File: src/rtl/uart_tx_arbiter.sv
// Round-robin arbiter sharing one UART transmitter between N_REQ byte requesters.
// Sequences one frame at a time: grant, start pulse, wait for busy to rise, then fall.
module uart_tx_arbiter #(
  parameter int unsigned N_REQ       = 4,
  parameter int unsigned IDXW        = 2,
  parameter int unsigned ACK_TIMEOUT = 16
) (
  input  logic                 clk,
  input  logic                 rst,
  input  logic [N_REQ-1:0]     req,
  input  logic [8*N_REQ-1:0]   req_data,
  output logic [N_REQ-1:0]     ack,
  output logic [7:0]           tx_data,
  output logic                 tx_start,
  input  logic                 tx_busy,
  output logic                 busy,
  output logic [IDXW-1:0]      owner,
  output logic                 err,
  output logic [15:0]          sent_count
);

  localparam int unsigned CNTW = $clog2(ACK_TIMEOUT + 1);

  typedef enum logic [1:0] {
    IDLE      = 2'd0,
    START     = 2'd1,
    WAIT_BUSY = 2'd2,
    WAIT_DONE = 2'd3
  } state_e;

  state_e           state_q, state_d;
  logic [IDXW-1:0]  last_q, last_d;
  logic [IDXW-1:0]  owner_q, owner_d;
  logic [7:0]       tx_data_q, tx_data_d;
  logic [N_REQ-1:0] ack_q, ack_d;
  logic             tx_start_q, tx_start_d;
  logic             err_q, err_d;
  logic             busy_q, busy_d;
  logic [CNTW-1:0]  cnt_q, cnt_d;
  logic [CNTW-1:0]  cnt_inc_c;
  logic [15:0]      sent_count_q, sent_count_d;

  logic             found_c;
  logic [IDXW-1:0]  grant_c;
  logic [IDXW-1:0]  idx_c;

  // Round-robin scan starting just after the last granted requester.
  always_comb begin
    found_c = 1'b0;
    grant_c = last_q;
    idx_c   = '0;
    for (int unsigned off = 1; off <= N_REQ; off++) begin
      idx_c = IDXW'((32'(last_q) + off) % N_REQ);
      if (!found_c && req[idx_c]) begin
        found_c = 1'b1;
        grant_c = idx_c;
      end
    end
  end

  assign cnt_inc_c = cnt_q + CNTW'(1);

  always_comb begin
    state_d      = state_q;
    last_d       = last_q;
    owner_d      = owner_q;
    tx_data_d    = tx_data_q;
    ack_d        = '0;
    tx_start_d   = 1'b0;
    err_d        = 1'b0;
    cnt_d        = cnt_q;
    sent_count_d = sent_count_q;

    unique case (state_q)
      IDLE: begin
        // A transmitter still busy from before a reset must finish before any grant.
        if (!tx_busy && found_c) begin
          state_d        = START;
          tx_data_d      = req_data[8*grant_c +: 8];
          owner_d        = grant_c;
          last_d         = grant_c;
          ack_d[grant_c] = 1'b1;
          tx_start_d     = 1'b1;
        end
      end
      START: begin
        cnt_d   = '0;
        state_d = WAIT_BUSY;
      end
      WAIT_BUSY: begin
        if (tx_busy) begin
          state_d = WAIT_DONE;
        end else if (cnt_inc_c == CNTW'(ACK_TIMEOUT - 1)) begin
          state_d = IDLE;
          err_d   = 1'b1;
        end else begin
          cnt_d = cnt_inc_c;
        end
      end
      WAIT_DONE: begin
        if (!tx_busy) begin
          state_d      = IDLE;
          sent_count_d = sent_count_q + 16'd1;
        end
      end
      default: state_d = IDLE;
    endcase

    busy_d = (state_d != IDLE);
  end

  always_ff @(posedge clk or posedge rst) begin
    if (rst) begin
      state_q      <= IDLE;
      last_q       <= IDXW'(N_REQ - 1);
      owner_q      <= '0;
      tx_data_q    <= '0;
      ack_q        <= '0;
      tx_start_q   <= 1'b0;
      err_q        <= 1'b0;
      busy_q       <= 1'b0;
      cnt_q        <= '0;
      sent_count_q <= '0;
    end else begin
      state_q      <= state_d;
      last_q       <= last_d;
      owner_q      <= owner_d;
      tx_data_q    <= tx_data_d;
      ack_q        <= ack_d;
      tx_start_q   <= tx_start_d;
      err_q        <= err_d;
      busy_q       <= busy_d;
      cnt_q        <= cnt_d;
      sent_count_q <= sent_count_d;
    end
  end

  assign ack        = ack_q;
  assign tx_data    = tx_data_q;
  assign tx_start   = tx_start_q;
  assign busy       = busy_q;
  assign owner      = owner_q;
  assign err        = err_q;
  assign sent_count = sent_count_q;

endmodule

File: config.mk
export PLATFORM = sky130hd
export DESIGN_NAME = uart_tx_arbiter
export DESIGN_NICKNAME = d
export VERILOG_FILES = /design/src/rtl/uart_tx_arbiter.sv
export SDC_FILE = /design/constraint.sdc
export NUM_CORES = 1
export LEC_CHECK = 0
export BUFFER_PORTS_ARGS = -buffer_cell sky130_fd_sc_hd__buf_2
export CAP_MARGIN = 20
export CORE_UTILIZATION = 45
export DETAILED_ROUTE_END_ITERATION = 10
export PLACE_DENSITY = 0.75
export REMOVE_ABC_BUFFERS = 1
export SYNTH_ARGS = -nofsm -noshare
export SYNTH_HDL_FRONTEND = slang
export SYNTH_SLANG_ARGS = --single-unit
File: constraint.sdc
create_clock -name clk -period 1.7 [get_ports clk]
set_input_delay 0.255 -clock clk [delete_from_list [all_inputs] [get_ports clk]]
set_output_delay 0.255 -clock clk [all_outputs]
set_load 0.02 [all_outputs]
==> reports/qor.yml <==
cts:
  htreeDepth: 2
  clkTransAtPathRegs_ns: 0.08
  clkLatencyLatePin_ns: 0.29
  cts_inserted_buffers: 5
  cts_tree: "done"
  clock_sinks: 42
  cts_root_buffer: "clkbuf_8"
  cts_buffer_depth: 2
  cts_hold_buf: 0
timing:
  relSlewSlack_pct: 64.7
  worst_clock_skew_ns: 0.0132
  worstMarginPinSlew_ns: 0.530
  rsz0062_at_grt: "true"
  fmax_ghz: 0.602
  hold_viol: 0
  timing.final.crit_period_ns: 1.66
  finalCritPeriodShare_pct: 97.7
  setup_viol: 0
  maxSlewViolCount: 0
  worst_hold_slack_ns: 0.0740
worst_setup_path:
  startpoint: "cnt_q[0]"
  rr_startpoint: "cnt_q[0]"
  crit_type: "register to register"
  crit_buf_inv: 1
  cp_top_family: "compound AO/OA/AOI/OAI gates"
  worstPathMaxFanout: 5
  worstPathRequired_ns: 1.88
  cp_cell_sequence: "ha_2, nand2b_4, a21oi_2, a211o_1, buf_6, a31o_4"
  critPathMaxStageDelay_ns: 0.42
  cp.arrival_ns: 1.84
  slowest_stage: "dfrtp_1"
  critPathLaunchType: "register"
  cp-end-kind: "register"
floorplanning:
  ios: 72
  die_area_um2: 5080
  floorplan.initialDensity_pct: 48.2
  row_count: 24
  die_w_um: 71.3
  coreArea_um2: 4470
  die_h_um: 71.3
logic_synthesis:
  synthArstFlopShare_pct: 100
  synth_area_um2: 2160
  yosys_warnings: 0
  synth-compound-area-share_pct: 16.1
  synth_seq_cells: 42
  synth_xor_area_share_pct: 6.49
  synth_area_leader_cell: "dfrtp_1"
  synthCells: 209
  synth_edf_count: 0
  synth-adder-area-share_pct: 1.74
  yosysTopAreaCellShare_pct: 46.4
  avgSynthCellArea_um2: 10.3
  synth_mux_area_share_pct: 4.23
  synth.distinct_cells: 41
  synth_ff_type: "dfrtp_1"
  yosys.area_share.simple_pct: 19.7
  yosysSeqAreaShare_pct: 48.8
  synthTopCellsByArea: "dfrtp_1 46%, xnor2_1 5.3%, nand2_1 4.0%, mux2i_1 3.7%, nand4_1 3.5%"
  synth_top_family_by_area: "simple AND/OR/NAND/NOR gates"
global_route:
  grt_max_degree: 43
  antenna_found_initial: 0
  grt-ovfl-total: 0
  grt_pass1_vias: 1790
  grt_usage_pct: 20.4
  grt_pass1_wl_um: 8090
drt:
  drtPass1Iterations: 7
  post_drt_wl_per_cell_um: 14.0
  wirelength_um: 4980
  drc: 5
  drt_first_iter_violations: 87
  viasPerCell: 5.25
  vias: 1865
  antenna_left: 0
flow_run:
  max_cap_viol_count: 0
layout:
  n_antenna_cell: 0
  instances_no_fill: 355
  final_area_um2: 2880
  fin_util_pct: 64.4
  fin_nets: 344
  syn_to_final_growth_pct: 33.5
  layout-drive-gt1-share_pct: 40.3
power_and_ir_drop:
  p_total_uw: 4210
  powerDensity_nw_per_um2: 1460
  peakVddDrop_mv: 0.745
  leakage_uw: 0.00147
placed_design:
  place.gp.congestion: 0.806
  dp_hpwl_um: 3510
  dpl.cell_count: 342
  portBuffers: 71
  detailed_place.area_um2: 2670
worst_hold_path:
  hold_path.class: "input pin to async pin"
run_status:
  status: "finished with violations"
  violations: "design-rule violations"
## cell usage in the layout, fill, tap and decap left out, types with 8 or more instances in the layout
master,n
buf_2,72
nand3_1,9
buf_4,16
o31ai_1,8
nor2_1,14
dfrtp_1,40
xnor2_1,12
nand4_1,12
nand2_1,23
a21o_1,9
## cells by family after synthesis
group                    after synthesis
AO/OA/AOI/OAI                         45
adder cells (fa/ha/maj)                3
buffers and inverters                 12
AND/OR/NAND/NOR                       82
XOR/XNOR                              16
flip-flops                            42
multiplexers                           9
## worst paths after layout
path                                   to  slack, ns  depth (start not counted)
setup / recovery                 cnt_q[2]       0.04                          6
hold / removal                 tx_data[0]       0.07                          3
setup reg to reg                 cnt_q[2]       0.04                          6
hold reg to reg            sent_count[15]       0.47                          1
max in group asynchronous  sent_count[10]       1.24                          3
min in group clk               state_q[0]       0.23                          3
## state kept, by name, summed over array words and instances (netlist names)
name        flops
sent_count     16
tx_data         8
cnt_q           5
ack             4
last_q          2
owner           2
state_q         2
busy            1
err             1
tx_start        1
## timing repair
action | in CTS | in global routing
buffers inserted | 1 | 3
gates resized for setup | 0 | 16
gates cloned | 0 | 1
endpoints found under the setup margin | 2 | 13
pin swaps | 1 | 6
## per-layer routing
metal / routed length, um / vias to the layer above / share of wire (%) / global-route usage, %
met5: 0 / - / 0 / 0
met4: 53 / 0 / 1.1 / 6.44
li1: - / 930 / - / -
met1: 2240 / 855 / 45 / 27.4
met3: 326 / 6 / 6.5 / 5.34
met2: 2360 / 74 / 47 / 32.6
## report_power, final
group	switching, uW	leakage, uW	internal, uW
logic	1040	0.000874	847
registers	258	0.000542	1300
clock network	332	0.0000514	438
## synthesized netlist by cell type, types with 6 or more instances
master and instances:
a21o_1 9, dfrtp_1 40, mux2i_1 8, nand2_1 23
nand2b_1 6, nand3_1 9, nand4_1 12, nor2_1 14
o21ai_0 6, o31ai_1 8, xnor2_1 13
## tightest hold or removal path: cells and delay by family
kind	cells	cell delay, ns
buf+inv	3	0.57
## stage by stage
stage	setup WS [ns]	TNS (ns)
final	0.0387	0
after detailed placement	0.00621	0
after floorplan	-0.139	-1.04
after global routing	-0.0422	-0.118
after CTS	0.0288	0
after global placement	0.0278	0
## final cells by class
cell class,instances,area [um2]
well taps,52,65.1
clock inverters,2,37.5
clock buffers,6,72.6
multi-input cells,155,1090
inverters,5,18.8
repair buffers,93,546
flip-flops and latches,42,1050
fillers,376,1590
Note: power is estimated with default switching activity, not from simulation.
